[config.mk]
export PLATFORM = sky130hd
export DESIGN_NAME = ex_muldiv_hilo
export DESIGN_NICKNAME = d
export VERILOG_FILES = /design/src/rtl/ex_muldiv_hilo.sv
export SDC_FILE = /design/constraint.sdc
export NUM_CORES = 1
export LEC_CHECK = 0
export ABC_AREA = 1
export CAP_MARGIN = 20
export CORE_MARGIN = 4
export CORE_UTILIZATION = 45
export DETAILED_ROUTE_END_ITERATION = 8
export GPL_TIMING_DRIVEN = 0
export PLACE_DENSITY = 0.77
export SLEW_MARGIN = 15
export SYNTH_ARGS = -nofsm -noshare
export SYNTH_HDL_FRONTEND = slang
export SYNTH_SLANG_ARGS = --single-unit
export TNS_END_PERCENT = 100
[constraint.sdc]
create_clock -name Clk -period 3.4 [get_ports Clk]
set_input_delay 0.85 -clock Clk [delete_from_list [all_inputs] [get_ports Clk]]
set_output_delay 0.85 -clock Clk [all_outputs]
set_load 0.02 [all_outputs]
[src/rtl/ex_muldiv_hilo.sv]
// ex_muldiv_hilo: execute-stage iterative multiply/divide unit with the
// architectural HI/LO register pair. MULT/MULTU/DIV/DIVU run for WIDTH
// iterations plus one sign-fix cycle; MTHI/MTLO write in a single cycle.
// Optional feature macro: MULDIV_DIV_EN (includes the restoring divider;
// without it ops 2/3 are ignored like reserved opcodes).
//
// Handshake: start_in is a valid strobe with no ready. An op is taken only
// in a cycle where busy_out is low and flush is low; otherwise it is
// dropped, so the hazard unit must hold dependent HI/LO ops while busy_out
// is high. done_out pulses for exactly one cycle after HI/LO are written.
module ex_muldiv_hilo #(
    parameter int WIDTH = 32
) (
    input  logic             Clk,
    input  logic             Rst_n,
    input  logic             start_in,
    input  logic [2:0]       op_in,
    input  logic [WIDTH-1:0] rs_in,
    input  logic [WIDTH-1:0] rt_in,
    input  logic             flush,
    output logic             busy_out,
    output logic             done_out,
    output logic [WIDTH-1:0] hi_out,
    output logic [WIDTH-1:0] lo_out,
    output logic [1:0]       state_dbg
);

    localparam int CW = $clog2(WIDTH) + 1;
    localparam logic [CW-1:0] LAST_ITER = CW'(WIDTH - 1);

    localparam logic [2:0] OP_MULT  = 3'd0;
    localparam logic [2:0] OP_MULTU = 3'd1;
    localparam logic [2:0] OP_MTHI  = 3'd4;
    localparam logic [2:0] OP_MTLO  = 3'd5;
`ifdef MULDIV_DIV_EN
    localparam logic [2:0] OP_DIV   = 3'd2;
    localparam logic [2:0] OP_DIVU  = 3'd3;
`endif

    typedef enum logic [1:0] {
        S_IDLE = 2'd0,
        S_RUN  = 2'd1,
        S_FIX  = 2'd2
    } state_t;

    state_t state_q, state_d;

    logic [CW-1:0]        cnt_q;
    logic [2*WIDTH-1:0]   acc_q;      // mult: {partial hi, multiplier}; div: {remainder, quotient}
    logic [WIDTH-1:0]     opnd_q;     // multiplicand or divisor magnitude
    logic                 neg_lo_q;   // product / quotient must be negated
    logic [WIDTH-1:0]     hi_q;
    logic [WIDTH-1:0]     lo_q;
    logic                 done_q;
`ifdef MULDIV_DIV_EN
    logic                 is_div_q;
    logic                 neg_hi_q;   // remainder follows dividend sign
    logic                 div_zero_q;
`endif

    logic                 is_mul_op;
    logic                 is_div_op;
    logic                 accept_iter;
    logic                 accept_mt;
    logic                 last_iter;
    logic                 rs_neg;
    logic                 rt_neg;
    logic [WIDTH-1:0]     rs_mag;
    logic [WIDTH-1:0]     rt_mag;
    logic [WIDTH:0]       mul_sum;
    logic [2*WIDTH-1:0]   acc_step;
    logic [2*WIDTH-1:0]   prod_fix;
    logic [WIDTH-1:0]     hi_fix;
    logic [WIDTH-1:0]     lo_fix;
`ifdef MULDIV_DIV_EN
    logic [WIDTH:0]       div_shift;
    logic [WIDTH:0]       div_trial;
`endif

    // Decode the incoming op and form operand magnitudes for signed ops.
    always_comb begin
        is_mul_op = (op_in == OP_MULT) || (op_in == OP_MULTU);
`ifdef MULDIV_DIV_EN
        is_div_op = (op_in == OP_DIV) || (op_in == OP_DIVU);
`else
        is_div_op = 1'b0;
`endif
        accept_mt   = (state_q == S_IDLE) && start_in && !flush;
        accept_iter = accept_mt && (is_mul_op || is_div_op);
        // op bit 0 clear means signed (MULT, DIV)
        rs_neg = ~op_in[0] & rs_in[WIDTH-1];
        rt_neg = ~op_in[0] & rt_in[WIDTH-1];
        rs_mag = rs_neg ? -rs_in : rs_in;
        rt_mag = rt_neg ? -rt_in : rt_in;
        last_iter = (cnt_q == LAST_ITER);
    end

    // One iteration of shift-add multiply or restoring divide.
    always_comb begin
        mul_sum  = {1'b0, acc_q[2*WIDTH-1:WIDTH]}
                 + {1'b0, (acc_q[0] ? opnd_q : {WIDTH{1'b0}})};
        acc_step = {mul_sum, acc_q[WIDTH-1:1]};
`ifdef MULDIV_DIV_EN
        div_shift = {acc_q[2*WIDTH-1:WIDTH], acc_q[WIDTH-1]};
        div_trial = div_shift - {1'b0, opnd_q};
        if (is_div_q) begin
            if (!div_trial[WIDTH]) begin
                acc_step = {div_trial[WIDTH-1:0], acc_q[WIDTH-2:0], 1'b1};
            end else begin
                acc_step = {div_shift[WIDTH-1:0], acc_q[WIDTH-2:0], 1'b0};
            end
        end
`endif
    end

    // Sign correction of the finished magnitude result.
    always_comb begin
        prod_fix = neg_lo_q ? -acc_q : acc_q;
        hi_fix   = prod_fix[2*WIDTH-1:WIDTH];
        lo_fix   = prod_fix[WIDTH-1:0];
`ifdef MULDIV_DIV_EN
        if (is_div_q) begin
            // divide by zero leaves the dividend as remainder and an all-ones quotient
            lo_fix = div_zero_q ? {WIDTH{1'b1}}
                   : (neg_lo_q ? -acc_q[WIDTH-1:0] : acc_q[WIDTH-1:0]);
            hi_fix = neg_hi_q ? -acc_q[2*WIDTH-1:WIDTH] : acc_q[2*WIDTH-1:WIDTH];
        end
`endif
    end

    // State register.
    always_ff @(posedge Clk or negedge Rst_n) begin
        if (!Rst_n) begin
            state_q <= S_IDLE;
        end else begin
            state_q <= state_d;
        end
    end

    // Next-state logic; flush overrides everything, including FIX.
    always_comb begin
        state_d = state_q;
        if (flush) begin
            state_d = S_IDLE;
        end else begin
            case (state_q)
                S_IDLE:  if (accept_iter) state_d = S_RUN;
                S_RUN:   if (last_iter) state_d = S_FIX;
                S_FIX:   state_d = S_IDLE;
                default: state_d = S_IDLE;
            endcase
        end
    end

    // Datapath: operand latch, iterations, HI/LO writes and done pulse.
    always_ff @(posedge Clk or negedge Rst_n) begin
        if (!Rst_n) begin
            cnt_q      <= '0;
            acc_q      <= '0;
            opnd_q     <= '0;
            neg_lo_q   <= 1'b0;
            hi_q       <= '0;
            lo_q       <= '0;
            done_q     <= 1'b0;
`ifdef MULDIV_DIV_EN
            is_div_q   <= 1'b0;
            neg_hi_q   <= 1'b0;
            div_zero_q <= 1'b0;
`endif
        end else begin
            done_q <= 1'b0;
            if (flush) begin
                cnt_q <= '0;
            end else begin
                case (state_q)
                    S_IDLE: begin
                        if (accept_mt && (op_in == OP_MTHI)) hi_q <= rs_in;
                        if (accept_mt && (op_in == OP_MTLO)) lo_q <= rs_in;
                        if (accept_iter) begin
                            cnt_q <= '0;
                            if (is_div_op) begin
                                acc_q  <= {{WIDTH{1'b0}}, rs_mag};
                                opnd_q <= rt_mag;
                            end else begin
                                acc_q  <= {{WIDTH{1'b0}}, rt_mag};
                                opnd_q <= rs_mag;
                            end
                            neg_lo_q <= rs_neg ^ rt_neg;
`ifdef MULDIV_DIV_EN
                            is_div_q   <= is_div_op;
                            neg_hi_q   <= rs_neg;
                            div_zero_q <= (rt_in == {WIDTH{1'b0}});
`endif
                        end
                    end
                    S_RUN: begin
                        acc_q <= acc_step;
                        cnt_q <= last_iter ? '0 : cnt_q + CW'(1);
                    end
                    S_FIX: begin
                        hi_q   <= hi_fix;
                        lo_q   <= lo_fix;
                        done_q <= 1'b1;
                    end
                    default: cnt_q <= '0;
                endcase
            end
        end
    end

    assign busy_out  = (state_q != S_IDLE);
    assign done_out  = done_q;
    assign hi_out    = hi_q;
    assign lo_out    = lo_q;
    assign state_dbg = state_q;

endmodule

# Word level (Yosys, flattened, before mapping)
# Index checks and enable logic that the tools add are counted.
[totals]
register_bits = 170
word_cells = 68
ram_bits = 0
n_memories = 0
inputBits = 71
latchBits = 0
rom_bits = 0
[classes]
n_lt_le_gt_ge = 0
n_mul = 0
bitwise = 5
eq_ne = 12
reduce_logical = 18
n_div = 0
add_sub_neg = 5
shift = 0
muxes = 20
[ops]
columns = ["operator", "count"]
rows = [
  ["$mux W32", 5],
  ["$mux W64", 2],
  ["$pmux W32 S2", 2],
  ["$pmux W64 S2", 1],
  ["$neg A32 Y32", 2],
  ["$neg A64 Y64", 1],
  ["$add A32 B32 Y33", 1],
  ["$mux W6", 3],
  ["$pmux W6 S3", 1],
  ["$reduce_and A3 Y1", 4],
  ["$add A6 B1 Y6 const B", 1],
  ["$eq A3 B3 Y1 const B", 2],
  ["$eq A6 B5 Y1 const B", 1],
  ["$mux W2", 3],
  ["$ne A3 B3 Y1 const B", 2],
  ["$reduce_bool A2 Y1", 3],
  ["$logic_and A1 B1 Y1", 5],
  ["$ne A2 B1 Y1 const B", 2],
  ["$ne A2 B2 Y1 const B", 2],
  ["$pmux W2 S2", 1],
  ["$reduce_and A2 Y1", 2],
  ["$eq A3 B1 Y1 const B", 1],
  ["$logic_not A3 Y1", 1],
  ["$and A1 B1 Y1", 2],
  ["other kinds (8)", 10],
]

# Longest topological paths before layout
[logic_depth]
word_depth = 7
ltp_mapped = 18
depth_no_buf = 16

# Worst setup path before layout
# OpenSTA, ideal clock, no wires.
[synth_timing]
path_type = "reg-to-reg"
from = "register acc_q[0]"
to = "register acc_q[55]"
t_required_ns = 3.282
path_stages_with_launch = 18
path_buffers = 2
path_slack_ns = 0.960
arrival_ns = 2.322
period_less_slack_ns = 2.440
path_cell_list = "dfrtp_1 > buf_2 > clkbuf_1 > nand2_1 > inv_1 > ha_1 > inv_1 > fa_1 > o21ai_0 > nand2_1 > nand2_1 > nand2_1 > nand2_1 > nand2_1 > nand2_1 > nand2_1 > nand3_1 > nand2_1"
[synth_between]
elab_chain_len = 3
[synth_lines]
columns = ["item", "line", "source"]
rows = [
  ["start, declared", "49", "logic [2*WIDTH-1:0] acc_q;"],
  ["start signal, assigned", "182", "acc_q <= {{WIDTH{1'b0}}, rs_mag};"],
  ["start signal, assigned", "185", "acc_q <= {{WIDTH{1'b0}}, rt_mag};"],
  ["start signal, assigned", "197", "acc_q <= acc_step;"],
  ["$mux W32", "101", "+ {1'b0, (acc_q[0] ? opnd_q : {WIDTH{1'b0}})};"],
  ["$add A32 B32 Y33", "101", ""],
  ["$pmux W64 S2", "175", "case (state_q)"],
]
# Every way passes these cells.
# A chain may end at the register's enable or synchronous reset.

# Final worst setup path
[layout_timing]
from = "register acc_q[0]"
to = "register acc_q[47]"
# Same word-level chain as after synthesis.

==> impl_metrics.env <==
export IMPL_worstSetupPathType="flip-flop to flip-flop"
export IMPL_fin_crit_sh_pct=93.1
export IMPL_synth_area_mm2=0.0134
export IMPL_synth_largest_area_cell="dfrtp_1"
export IMPL_max_freq_mhz=316
export IMPL_hp_class="input pin to async pin"
export IMPL_grt_pass1_vias=15000
export IMPL_dp_hpwl_um=47300
export IMPL_grt_antenna_before_repair=0
export IMPL_multi_input_area_mm2=0.00796
export IMPL_critPathLaunchType="flip-flop"
export IMPL_crit_path_end_kind="flip-flop"
export IMPL_synth_most_common_cell="nand2_1"
export IMPL_cap_violations=0
export IMPL_dp_cells=2713
export IMPL_finalHoldViolCount=0
export IMPL_die_y_um=181
export IMPL_drive_gt1_share_pct=4.24
export IMPL_relSlewSlack_pct=44.4
export IMPL_clk_latency_ns=0.46
export IMPL_vias_per_cell=5.70
export IMPL_core_rowCount=62
export IMPL_crit_path_max_fanout=16
export IMPL_fin_worst_skew_ns=0.0192
export IMPL_synthArstFlopShare_pct=100
export IMPL_cts_sinks=170
export IMPL_drc_errors=0
export IMPL_irDropWorstVdd_mv=0.407
export IMPL_yosys_top_cells_count="nand2_1 (587), nor2_1 (378), inv_1 (236)"
export IMPL_postPlaceCellArea_mm2=0.0153
export IMPL_path_clk_slew_ns=0.09
export IMPL_nets=2455
export IMPL_crit_arrival_ns=3.49
export IMPL_tightest_slew_ns=0.831
export IMPL_clk_path_buf_depth=2
export IMPL_final_setup_viol_count=0
export IMPL_synth_nets=2298
export IMPL_die_w_um=181
export IMPL_yosysTopAreaCellShare_pct=31.7
export IMPL_powerDensity_mw_per_mm2=664
export IMPL_seqCellArea_mm2=0.00425
export IMPL_gp_congestion=1.01
export IMPL_cp_required_ns=3.72
export IMPL_dr_pass1_iters=6
export IMPL_yosys_top_cells_area="dfrtp_1 (32%), nand2_1 (16%), nor2_1 (11%), nand3_1 (7.7%), a21oi_1 (7.0%)"
export IMPL_run_status="complete, no violations"
export IMPL_min_period_ns=3.17
export IMPL_seq_area_frac_synth_pct=31.7
export IMPL_first_iter_violations=1519
export IMPL_finalNonFillerCells=2744
export IMPL_ys_flop_type="dfrtp_1"
export IMPL_synth_avg_cell_area_um2=6.13
export IMPL_cts_hold_buf=0
export IMPL_fin_area_mm2=0.0160
export IMPL_post_cts_buffers=0
export IMPL_grtUsageTotal_pct=34.2
export IMPL_grt_max_degree=95
export IMPL_syn_inst=2190
export IMPL_wl_um=57700
export IMPL_synth_cell_type_count=42
export IMPL_die_area_mm2=0.0327
export IMPL_fillers=3004
export IMPL_io_buffers=138
export IMPL_cts_tree="built"
export IMPL_final_antenna_net_count=0
export IMPL_ios=139
export IMPL_whs_ns=0.386
export IMPL_slew_viol_final=0
export IMPL_diodes=0
export IMPL_htreeDepth=4
export IMPL_overflow=0
export IMPL_rsz0062_at_grt="no"
export IMPL_leakage_uw=0.00767
export IMPL_grt_pass1_wl_um=86400
export IMPL_numCtsBuffers=17
export IMPL_cts_root_buf="clkbuf_16"
export IMPL_power_uw=10600
export IMPL_synth_edf_count=0
export IMPL_floorplan_initialDensity_pct=46.2
export IMPL_via_count=15600
export IMPL_ys_seq_elements=170
export IMPL_ys_warn_count=0
export IMPL_wire_per_inst_um=21.0
export IMPL_syn2layout_area_growth_pct=18.9
export IMPL_core_area_mm2=0.0291
## layout by cell type, fill, tap and decap left out, types with 17 or more instances in the layout
cell type,n
nand2_1,587
nor2_1,378
inv_1,236
nand3_1,206
a21oi_1,189
dfrtp_1,170
o21ai_0,142
clkdlybuf4s50_1,137
clkbuf_1,41
ha_1,36
xor2_1,23
nand4_1,22
buf_2,20
clkbuf_16,17
## worst max-delay path: stages, from the launching register on
cell and delay [ns]:
dfrtp_1 0.32, buf_2 0.34, clkbuf_1 0.37, nand2_1 0.22, inv_1 0.11, ha_1 0.27
a21oi_1 0.24, o21ai_1 0.17, nand2_1 0.09, nand2_1 0.10, nand2_1 0.08, nand2_1 0.12
o21ai_0 0.43, o21ai_0 0.16
## cell type report
cell class / instances / area share [%]
Timing Repair Buffer: 139 / 8.85
Clock buffer: 17 / 2.66
Multi-Input combinational cell: 1705 / 49.8
Tap cell: 384 / 3.01
Clock inverter: 15 / 1.36
Sequential cell: 170 / 26.6
Inverter: 247 / 5.81
Buffer: 67 / 1.83
## layer usage
metal | up-vias | wire length (µm) | GRT usage (%) | share of wire, %
li1 | 7415 | - | - | -
met1 | 7343 | 22600 | 42.3 | 39
met2 | 694 | 27200 | 57.4 | 47
met3 | 177 | 3960 | 4.06 | 6.9
met4 | 0 | 3960 | 20.1 | 6.9
met5 | - | 0 | 0 | 0
## flip-flops by register name, indices dropped and copies added, names as in the netlist
register,cells
opnd_q,32
acc_q,64
lo_out,32
cnt_q,6
done_out,1
state_dbg,2
neg_lo_q,1
hi_out,32
## kinds of logic after synthesis
group	count (synthesis)	share of synthesized area (%)
adder cells (fa/ha/maj)	37	3.50
buffers and inverters	315	9.10
AO/OA/AOI/OAI	393	15.6
AND/OR/NAND/NOR	1248	38.4
flip-flops	170	31.7
XOR/XNOR	27	1.76
## report_power, final
| group | leakage (µW) | switching, µW | total [µW] | internal [µW] |
|---|---|---|---|---|
| clock network | 0.000311 | 1080 | 2170 | 1080 |
| logic | 0.00529 | 3220 | 4970 | 1750 |
| registers | 0.00208 | 826 | 3470 | 2650 |
| total | 0.00767 | 5130 | 10600 | 5480 |
## final timing paths
kind	startpoint	end	slack, ns	depth (start not counted)
hold / removal	Rst_n	acc_q[53]	0.39	1
min in group Clk	opnd_q[31]	opnd_q[31]	0.48	2
setup reg to reg	acc_q[0]	acc_q[47]	0.23	13
setup / recovery	acc_q[0]	acc_q[47]	0.23	13
hold reg to reg	opnd_q[31]	opnd_q[31]	0.48	2
max in group asynchronous	Rst_n	lo_out[10]	2.09	2
## stage by stage
step | setup slack [ns] | TNS (ns) | utilization [%]
finish | 0.233 | 0 | 54.9
global route | 0.0413 | 0 | 54.9
detailed placement | -0.0452 | -0.100 | 52.7
CTS | 0.242 | 0 | 54.9
global placement | -5.89 | -995.28 | 52.6
floorplan | 0.960 | 0 | -
## timing repair
action,4_1_cts,5_1_grt
gates cloned,0,0
setup endpoints to repair,3,11
gates resized for setup,0,2
Note: power is estimated with default switching activity, not from simulation.
